--- config.mk ---
export PLATFORM = sky130hd
export DESIGN_NAME = pong_ball_engine
export DESIGN_NICKNAME = d
export VERILOG_FILES = /design/src/rtl/pong_pkg.sv /design/src/rtl/pong_axis_stepper.sv /design/src/rtl/pong_ball_engine.sv
export SDC_FILE = /design/constraint.sdc
export NUM_CORES = 1
export LEC_CHECK = 0
export BUFFER_PORTS_ARGS = -buffer_cell sky130_fd_sc_hd__buf_2
export CORE_MARGIN = 3
export CORE_UTILIZATION = 57
export CTS_BUF_LIST = sky130_fd_sc_hd__clkbuf_8 sky130_fd_sc_hd__clkbuf_16
export DETAILED_ROUTE_END_ITERATION = 12
export PLACE_DENSITY = 0.75
export SLEW_MARGIN = 25
export SYNTH_ARGS = -nofsm -noshare
export SYNTH_HDL_FRONTEND = slang
export SYNTH_SLANG_ARGS = --single-unit
export TNS_END_PERCENT = 5
--- constraint.sdc ---
create_clock -name clk_0 -period 6.3 [get_ports clk_0]
set_input_delay 0.315 -clock clk_0 [delete_from_list [all_inputs] [get_ports clk_0]]
set_output_delay 0.315 -clock clk_0 [all_outputs]
set_load 0.02 [all_outputs]
--- src/rtl/pong_pkg.sv ---
// Shared types, default geometry and sizing helpers for the Pong ball engine.
// Exports: pong_state_e, DEF_* geometry constants, vel_width, acc_width, clamp_u.
package pong_pkg;

    typedef enum logic [1:0] {
        ST_IDLE       = 2'd0,
        ST_SERVE_WAIT = 2'd1,
        ST_MOVE       = 2'd2,
        ST_SCORED     = 2'd3
    } pong_state_e;

    localparam int DEF_H_VIDEO = 640;
    localparam int DEF_V_VIDEO = 480;
    localparam int DEF_BALL    = 16;
    localparam int DEF_PDL_W   = 12;
    localparam int DEF_PDL_H   = 96;
    localparam int DEF_PDL1_X  = 24;
    localparam int DEF_PDL2_X  = 603;

    // Bits needed to hold the larger of the two speed ceilings.
    function automatic int vel_width(input int max_x, input int max_y);
        int m;
        m = (max_x > max_y) ? max_x : max_y;
        return $clog2(m + 1);
    endfunction

    // Headroom above the threshold so a velocity above it cannot wrap soon.
    function automatic int acc_width(input int clk_hz, input int vel_w);
        return $clog2(clk_hz + 1) + vel_w + 2;
    endfunction

    function automatic logic [31:0] clamp_u(input logic [31:0] v, input int lim);
        return (v > 32'(lim)) ? 32'(lim) : v;
    endfunction

endpackage

--- src/rtl/pong_axis_stepper.sv ---
// Sub-pixel accumulator for one axis; strobes step_o when a pixel move is due.
// Ports: clk_0, rst (async low), en_i, clr_i, vel_i (px/s), step_o.
module pong_axis_stepper
    import pong_pkg::*;
#(
    parameter int ACC_W  = 32,
    parameter int VEL_W  = 10,
    parameter int THRESH = 1000
) (
    input  logic             clk_0,
    input  logic             rst,
    input  logic             en_i,
    input  logic             clr_i,
    input  logic [VEL_W-1:0] vel_i,
    output logic             step_o
);

    logic [ACC_W-1:0] acc_q, acc_d;
    logic             over;

    // The threshold test uses the value before this cycle's add.
    always_comb begin
        over   = acc_q >= ACC_W'(THRESH);
        step_o = en_i & over;
        acc_d  = acc_q;
        if (clr_i) begin
            acc_d = '0;
        end else if (en_i) begin
            if (over) acc_d = acc_q - ACC_W'(THRESH) + ACC_W'(vel_i);
            else      acc_d = acc_q + ACC_W'(vel_i);
        end
    end

    always_ff @(posedge clk_0 or negedge rst) begin
        if (!rst) acc_q <= '0;
        else      acc_q <= acc_d;
    end

endmodule

--- src/rtl/pong_ball_engine.sv ---
// Ball physics: serve, motion, wall/paddle bounces, goals and event pulses.
// Ports: clk_0, rst (async low), serve/serve_dir/serve_y, pause, abort,
//   pdl1_ypos/pdl2_ypos in; ball_xpos/ball_ypos/ball_shown, state,
//   goal_p1/goal_p2/paddle_hit/wall_bounce pulses, hit_side, hit_offset,
//   rally_count out.
// Option: PONG_RALLY_SPEEDUP_EN ramps x speed with rally_count.
module pong_ball_engine
    import pong_pkg::*;
#(
    parameter int H_VIDEO     = DEF_H_VIDEO,
    parameter int V_VIDEO     = DEF_V_VIDEO,
    parameter int BALL        = DEF_BALL,
    parameter int PDL_W       = DEF_PDL_W,
    parameter int PDL_H       = DEF_PDL_H,
    parameter int PDL1_X      = DEF_PDL1_X,
    parameter int PDL2_X      = DEF_PDL2_X,
    parameter int CLK_HZ      = 25_175_000,
    parameter int BASE_XVEL   = 300,
    parameter int RALLY_STEP  = 25,
    parameter int MAX_XVEL    = 600,
    parameter int YVEL_MIN    = 60,
    parameter int YVEL_SCALE  = 10,
    parameter int YVEL_MAX    = 480,
    parameter int SERVE_DELAY = 50_350_112,
    parameter int RALLY_W     = 6
) (
    input  logic               clk_0,
    input  logic               rst,
    input  logic               serve,
    input  logic               serve_dir,
    input  logic [9:0]         serve_y,
    input  logic               pause,
    input  logic               abort,
    input  logic [9:0]         pdl1_ypos,
    input  logic [9:0]         pdl2_ypos,
    output logic [9:0]         ball_xpos,
    output logic [9:0]         ball_ypos,
    output logic               ball_shown,
    output logic [1:0]         state,
    output logic               goal_p1,
    output logic               goal_p2,
    output logic               paddle_hit,
    output logic               hit_side,
    output logic [6:0]         hit_offset,
    output logic               wall_bounce,
    output logic [RALLY_W-1:0] rally_count
);

    localparam int VEL_W  = vel_width(MAX_XVEL, YVEL_MAX);
    localparam int PROD_W = VEL_W + RALLY_W;
    localparam int ACC_W  = acc_width(CLK_HZ, VEL_W);
    localparam int DLY_W  = (SERVE_DELAY > 2) ? $clog2(SERVE_DELAY) : 1;
    localparam int X_CTR  = H_VIDEO / 2 - BALL / 2;
    localparam int Y_CTR  = V_VIDEO / 2 - BALL / 2;
    localparam int X_GOAL = H_VIDEO - BALL;
    localparam int Y_MAX  = V_VIDEO - BALL;
    localparam int X_PDL2 = PDL2_X - BALL;
    localparam int X_PDL1 = PDL1_X + PDL_W;
    localparam int HALF_H = PDL_H / 2;

    pong_state_e        state_q;
    logic [9:0]         x_q, y_q;
    logic               xdir_q, ydir_q, shown_q;
    logic               goal1_q, goal2_q, hit_q, wall_q, side_q;
    logic [6:0]         hoff_q;
    logic [RALLY_W-1:0] rally_q;
    logic [DLY_W-1:0]   dly_q;

    logic [VEL_W-1:0]   xvel, yvel;
    logic [PROD_W-1:0]  ysum;
    logic               xstep, ystep, run, clr;

`ifdef PONG_RALLY_SPEEDUP_EN
    logic [PROD_W-1:0]  xsum;
    assign xsum = PROD_W'(BASE_XVEL) + PROD_W'(RALLY_STEP) * PROD_W'(rally_q);
    assign xvel = VEL_W'(clamp_u(32'(xsum), MAX_XVEL));
`else
    assign xvel = VEL_W'(BASE_XVEL);
`endif

    assign ysum = PROD_W'(YVEL_MIN) + PROD_W'(YVEL_SCALE) * PROD_W'(hoff_q);
    assign yvel = VEL_W'(clamp_u(32'(ysum), YVEL_MAX));

    assign run = (state_q == ST_MOVE) & ~pause;
    assign clr = (state_q != ST_MOVE);

    pong_axis_stepper #(
        .ACC_W (ACC_W),
        .VEL_W (VEL_W),
        .THRESH(CLK_HZ)
    ) u_xstep (
        .clk_0 (clk_0),
        .rst   (rst),
        .en_i  (run),
        .clr_i (clr),
        .vel_i (xvel),
        .step_o(xstep)
    );

    pong_axis_stepper #(
        .ACC_W (ACC_W),
        .VEL_W (VEL_W),
        .THRESH(CLK_HZ)
    ) u_ystep (
        .clk_0 (clk_0),
        .rst   (rst),
        .en_i  (run),
        .clr_i (clr),
        .vel_i (yvel),
        .step_o(ystep)
    );

    logic        ovl1, ovl2, p_hit, g1, g2, wall_c, ydir_new;
    logic        xdir_d, ydir_d;
    logic [9:0]  x_d, y_d, pad_y, sy;
    logic [10:0] c_w, p_w, diff_w;
    logic [6:0]  hoff_d;

    always_comb begin
        ovl2 = (11'(y_q) + 11'(BALL) > 11'(pdl2_ypos)) &&
               (11'(y_q) < 11'(pdl2_ypos) + 11'(PDL_H));
        ovl1 = (11'(y_q) + 11'(BALL) > 11'(pdl1_ypos)) &&
               (11'(y_q) < 11'(pdl1_ypos) + 11'(PDL_H));
        pad_y  = xdir_q ? pdl2_ypos : pdl1_ypos;
        c_w    = 11'(y_q) + 11'(BALL / 2);
        p_w    = 11'(pad_y) + 11'(HALF_H);
        diff_w = (c_w >= p_w) ? c_w - p_w : p_w - c_w;
        hoff_d = (diff_w > 11'(HALF_H)) ? 7'(HALF_H) : diff_w[6:0];
        sy     = (serve_y > 10'(Y_MAX)) ? 10'(Y_MAX) : serve_y;

        x_d    = x_q;
        xdir_d = xdir_q;
        p_hit  = 1'b0;
        g1     = 1'b0;
        g2     = 1'b0;
        if (xstep) begin
            if (xdir_q) begin
                if (x_q == 10'(X_PDL2) && ovl2) begin
                    p_hit  = 1'b1;
                    xdir_d = 1'b0;
                end else if (32'(x_q) + 32'd1 >= 32'(X_GOAL)) begin
                    x_d = 10'(X_GOAL);
                    g1  = 1'b1;
                end else begin
                    x_d = x_q + 10'd1;
                end
            end else begin
                if (x_q == 10'(X_PDL1) && ovl1) begin
                    p_hit  = 1'b1;
                    xdir_d = 1'b1;
                end else if (x_q == 10'd0) begin
                    g2 = 1'b1;
                end else begin
                    x_d = x_q - 10'd1;
                end
            end
        end

        // A paddle bounce in the same cycle steers the y step too.
        ydir_new = p_hit ? (c_w >= p_w) : ydir_q;
        y_d      = y_q;
        ydir_d   = ydir_new;
        wall_c   = 1'b0;
        if (ystep) begin
            if (ydir_new) begin
                if (y_q >= 10'(Y_MAX)) begin
                    ydir_d = 1'b0;
                    wall_c = 1'b1;
                end else begin
                    y_d = y_q + 10'd1;
                end
            end else begin
                if (y_q == 10'd0) begin
                    ydir_d = 1'b1;
                    wall_c = 1'b1;
                end else begin
                    y_d = y_q - 10'd1;
                end
            end
        end
    end

    always_ff @(posedge clk_0 or negedge rst) begin
        if (!rst) begin
            state_q <= ST_IDLE;
            x_q     <= 10'(X_CTR);
            y_q     <= 10'(Y_CTR);
            xdir_q  <= 1'b0;
            ydir_q  <= 1'b0;
            shown_q <= 1'b0;
            goal1_q <= 1'b0;
            goal2_q <= 1'b0;
            hit_q   <= 1'b0;
            wall_q  <= 1'b0;
            side_q  <= 1'b0;
            hoff_q  <= '0;
            rally_q <= '0;
            dly_q   <= '0;
        end else begin
            goal1_q <= 1'b0;
            goal2_q <= 1'b0;
            hit_q   <= 1'b0;
            wall_q  <= 1'b0;
            if (abort) begin
                state_q <= ST_IDLE;
                x_q     <= 10'(X_CTR);
                y_q     <= 10'(Y_CTR);
                shown_q <= 1'b0;
            end else begin
                unique case (state_q)
                    ST_IDLE: begin
                        if (serve) begin
                            state_q <= ST_SERVE_WAIT;
                            x_q     <= 10'(X_CTR);
                            y_q     <= sy;
                            xdir_q  <= serve_dir;
                            ydir_q  <= serve_y[0];
                            rally_q <= '0;
                            hoff_q  <= '0;
                            dly_q   <= '0;
                        end
                    end
                    ST_SERVE_WAIT: begin
                        shown_q <= 1'b0;
                        if (32'(dly_q) + 32'd1 >= 32'(SERVE_DELAY)) begin
                            state_q <= ST_MOVE;
                            shown_q <= 1'b1;
                        end else begin
                            dly_q <= dly_q + 1'b1;
                        end
                    end
                    ST_MOVE: begin
                        x_q    <= x_d;
                        y_q    <= y_d;
                        xdir_q <= xdir_d;
                        ydir_q <= ydir_d;
                        wall_q <= wall_c;
                        if (p_hit) begin
                            hit_q  <= 1'b1;
                            side_q <= xdir_q;
                            hoff_q <= hoff_d;
                            if (rally_q != '1) rally_q <= rally_q + 1'b1;
                        end
                        if (g1 | g2) begin
                            goal1_q <= g1;
                            goal2_q <= g2;
                            shown_q <= 1'b0;
                            state_q <= ST_SCORED;
                        end
                    end
                    ST_SCORED: state_q <= ST_IDLE;
                    default:   state_q <= ST_IDLE;
                endcase
            end
        end
    end

    assign ball_xpos   = x_q;
    assign ball_ypos   = y_q;
    assign ball_shown  = shown_q;
    assign state       = state_q;
    assign goal_p1     = goal1_q;
    assign goal_p2     = goal2_q;
    assign paddle_hit  = hit_q;
    assign hit_side    = side_q;
    assign hit_offset  = hoff_q;
    assign wall_bounce = wall_q;
    assign rally_count = rally_q;

endmodule

==> flow_metrics.tcl <==
set metrics [dict create \
    ys_ff_latch 140 \
    cts.path.max_buffers 2 \
    async_flop_share 1.00 \
    rsz0062_at_grt "true" \
    cts_root_buf "clkbuf_16" \
    cts_htree_levels 4 \
    worstMarginPinSlew_ns 0.986 \
    layout_common_cells "ha_1, nor2_1, nand2_1" \
    vias 15200 \
    max_slew_margin 0.342 \
    synth.cell_area_mm2 0.0155 \
    power.density_cell_area_mw_per_mm2 360 \
    required_ns 6.62 \
    end_kind "flip-flop" \
    drt_iter0_drc 1359 \
    ys.flop_type "dfrtp_1" \
    r2r_slack_ns 0.32 \
    setup_viol 0 \
    synth_area_per_cell_um2 7.80 \
    final_util 0.639 \
    nets 2256 \
    die_h_um 171 \
    grt_max_degree 77 \
    r2r_end "u_ystep.acc_q[36]" \
    drive_gt1_frac 0.0900 \
    grt_first_pass_wirelength_mm 72.3 \
    num_io_pins 77 \
    tritoncts "done" \
    startpoint_type "flip-flop" \
    combinationalPowerShare 0.619 \
    die_x_um 171 \
    antenna_cells 0 \
    min_to "ball_ypos[0]" \
    r2r_start "hit_offset[1]" \
    worstPathMaxFanout 8 \
    port_buffers 76 \
    seqPwrFrac 0.195 \
    min_period_ns 5.98 \
    tns_ns 0 \
    yosysSeqAreaShare 0.226 \
    hold_depth 2 \
    swShare 0.480 \
    gp_congestion 1.00 \
    synth_edf_count 0 \
    post-dp-hpwl_mm 32.0 \
    intPower_mw 3.16 \
    ys_types 83 \
    critPathMaxStageDelay_ns 0.43 \
    maxCapViolCount 0 \
    max_freq_ghz 0.167 \
    die_area_mm2 0.0293 \
    grtUsageTotal 0.299 \
    wl_per_cell_um 18.5 \
    first_global_vias 14600 \
    holdWs_ns 0.197 \
    ys_warn_count 0 \
    fp-row-count 59 \
    hp-start "serve_y[0]" \
    hold_viol_final 0 \
    grt_antenna_before_repair 2 \
    p_leak_nw 7.61 \
    start_util 0.588 \
    drv_slew 0 \
    period_share 0.949 \
    cp.arrival_ns 6.30 \
    routed_wl_mm 43.9 \
    clk_latency_ns 0.44 \
    dp.cells 2334 \
    hp-class "primary input to flip-flop" \
    ant_nets 0 \
    drc 0 \
    cts_made_buffers 17 \
    dr.pass1.iters 6 \
    cp_common_cell "ha_1" \
    cts_num_sinks 140 \
    syn2layout_area_growth_pct 8.62 \
    clkSlewWorstSetupHoldPaths_ns 0.07 \
    globalRouteOverflowTotal 0 \
    slowest_stage "dfrtp_1" \
    run_status "finished, final reports clean" \
    layout_commonest_cell "ha_1" \
    finClkSkew_ns 0.0154 \
    syn_nets 2228 \
    worst_r2r_path_depth 26 \
    coreArea_mm2 0.0264 \
    power_mw 6.08 \
    switchingPower_mw 2.92 \
    p_clk_frac 0.186 \
    stdcell_count 2369 \
    syn-instance-count 1993 \
    ir_drop_mv 0.424 \
    crit_type "flip-flop to flip-flop" \
    vias_per_cell 6.40 \
]
## cell usage after synthesis, types with 17 or more instances
cell type,number,area (um^2)
a21o_1,34,255
a21oi_1,138,691
a31oi_1,25,156
and2_1,18,113
and3_1,20,125
clkbuf_1,84,315
dfrtp_1,132,3300
ha_1,188,2350
inv_1,143,537
mux2i_1,21,210
nand2_1,164,616
nand2b_1,19,119
nand3_1,80,400
nand4_1,30,188
nor2_1,169,634
nor2b_1,26,163
nor3_1,88,440
nor4_1,27,169
o211ai_1,17,128
o21a_1,17,128
o21ai_0,112,561
or3_1,30,188
xnor2_1,73,639
xor2_1,39,342
## power by group through the flow
stage	logic [mW]	registers (mW)	clock network [mW]
after floorplan	2.75	1.18	0
after global placement	3.59	1.19	0
after detailed placement	3.63	1.19	0
after CTS	3.66	1.18	1.14
after global routing	4.15	1.20	1.18
final	3.76	1.18	1.13
## worst max path at each step
stage,from,end,cells past startpoint
after global routing,hit_offset[1],u_ystep.acc_q[36],29
after global placement,hit_offset[1],u_ystep.acc_q[33],27
after detailed placement,hit_offset[1],u_ystep.acc_q[36],28
after CTS,hit_offset[1],u_ystep.acc_q[36],28
after floorplan,xdir_q,ball_ypos[8],25
final,hit_offset[1],u_ystep.acc_q[36],26
## critical path, delay by kind of cell, from the launching register on
| family | cells | cell delay (ns) |
|---|---|---|
| xor gates and xnor gates | 1 | 0.22 |
| and+or+nand+nor | 5 | 0.73 |
| adders and majority gates | 5 | 1.52 |
| buffers and inverters | 3 | 0.31 |
| DFF | 1 | 0.43 |
| AOI/OAI and AO/OA | 12 | 2.64 |
## per-stage QoR
stage / cell area (um^2) / setup WS, ns
finish: 16900 / 0.324
CTS: 16800 / 0.277
global placement: 16200 / 0.569
detailed placement: 16200 / 0.326
floorplan: 15500 / 0.614
global route: 16900 / -0.0355
## routing by layer
layer  routed length, um  track usage  vias up
li1                    -            -     7266
met1               19400        0.404     7210
met2               20200        0.489      578
met3                3150       0.0485       98
met4                1110        0.104        4
met5                  22            0        -
## kinds of logic (layout without fill, tap and decap cells)
logic type	count (synthesis)	in the layout	synth area share
compound gates	535	535	0.228
xor+xnor	112	112	0.0631
fa+ha+maj	199	199	0.166
buf+inv	237	278	0.0582
flops	140	140	0.226
mux	29	29	0.0193
other cells	2	2	0.000483
simple gates	739	739	0.239
## repair_timing
item | 4_1_cts | 5_1_grt
endpoints found under the hold margin | 75 | 0
hold buffers | 1 | 0
gates resized for setup | 0 | 9
endpoints found under the setup margin | 0 | 5
buffers inserted | 0 | 2
## layout make-up
type / count / area [um^2]
inverter: 143 / 537
sequential: 140 / 3510
multi-input combinational: 1616 / 11200
tap: 335 / 419
fill: 2375 / 9550
clock buffer: 18 / 439
clock inverter: 14 / 199
timing repair buffer: 103 / 592
## flip-flops by register name (all words and copies together) (netlist names), 2 cells and up
| register | count |
|---|---|
| ball_xpos | 10 |
| hit_offset | 7 |
| u_ystep.acc_q | 36 |
| dly_q | 26 |
| ball_ypos | 10 |
| state | 2 |
| u_xstep.acc_q | 35 |
| rally_count | 6 |
No activity file was read; power rests on OpenSTA's default activity.
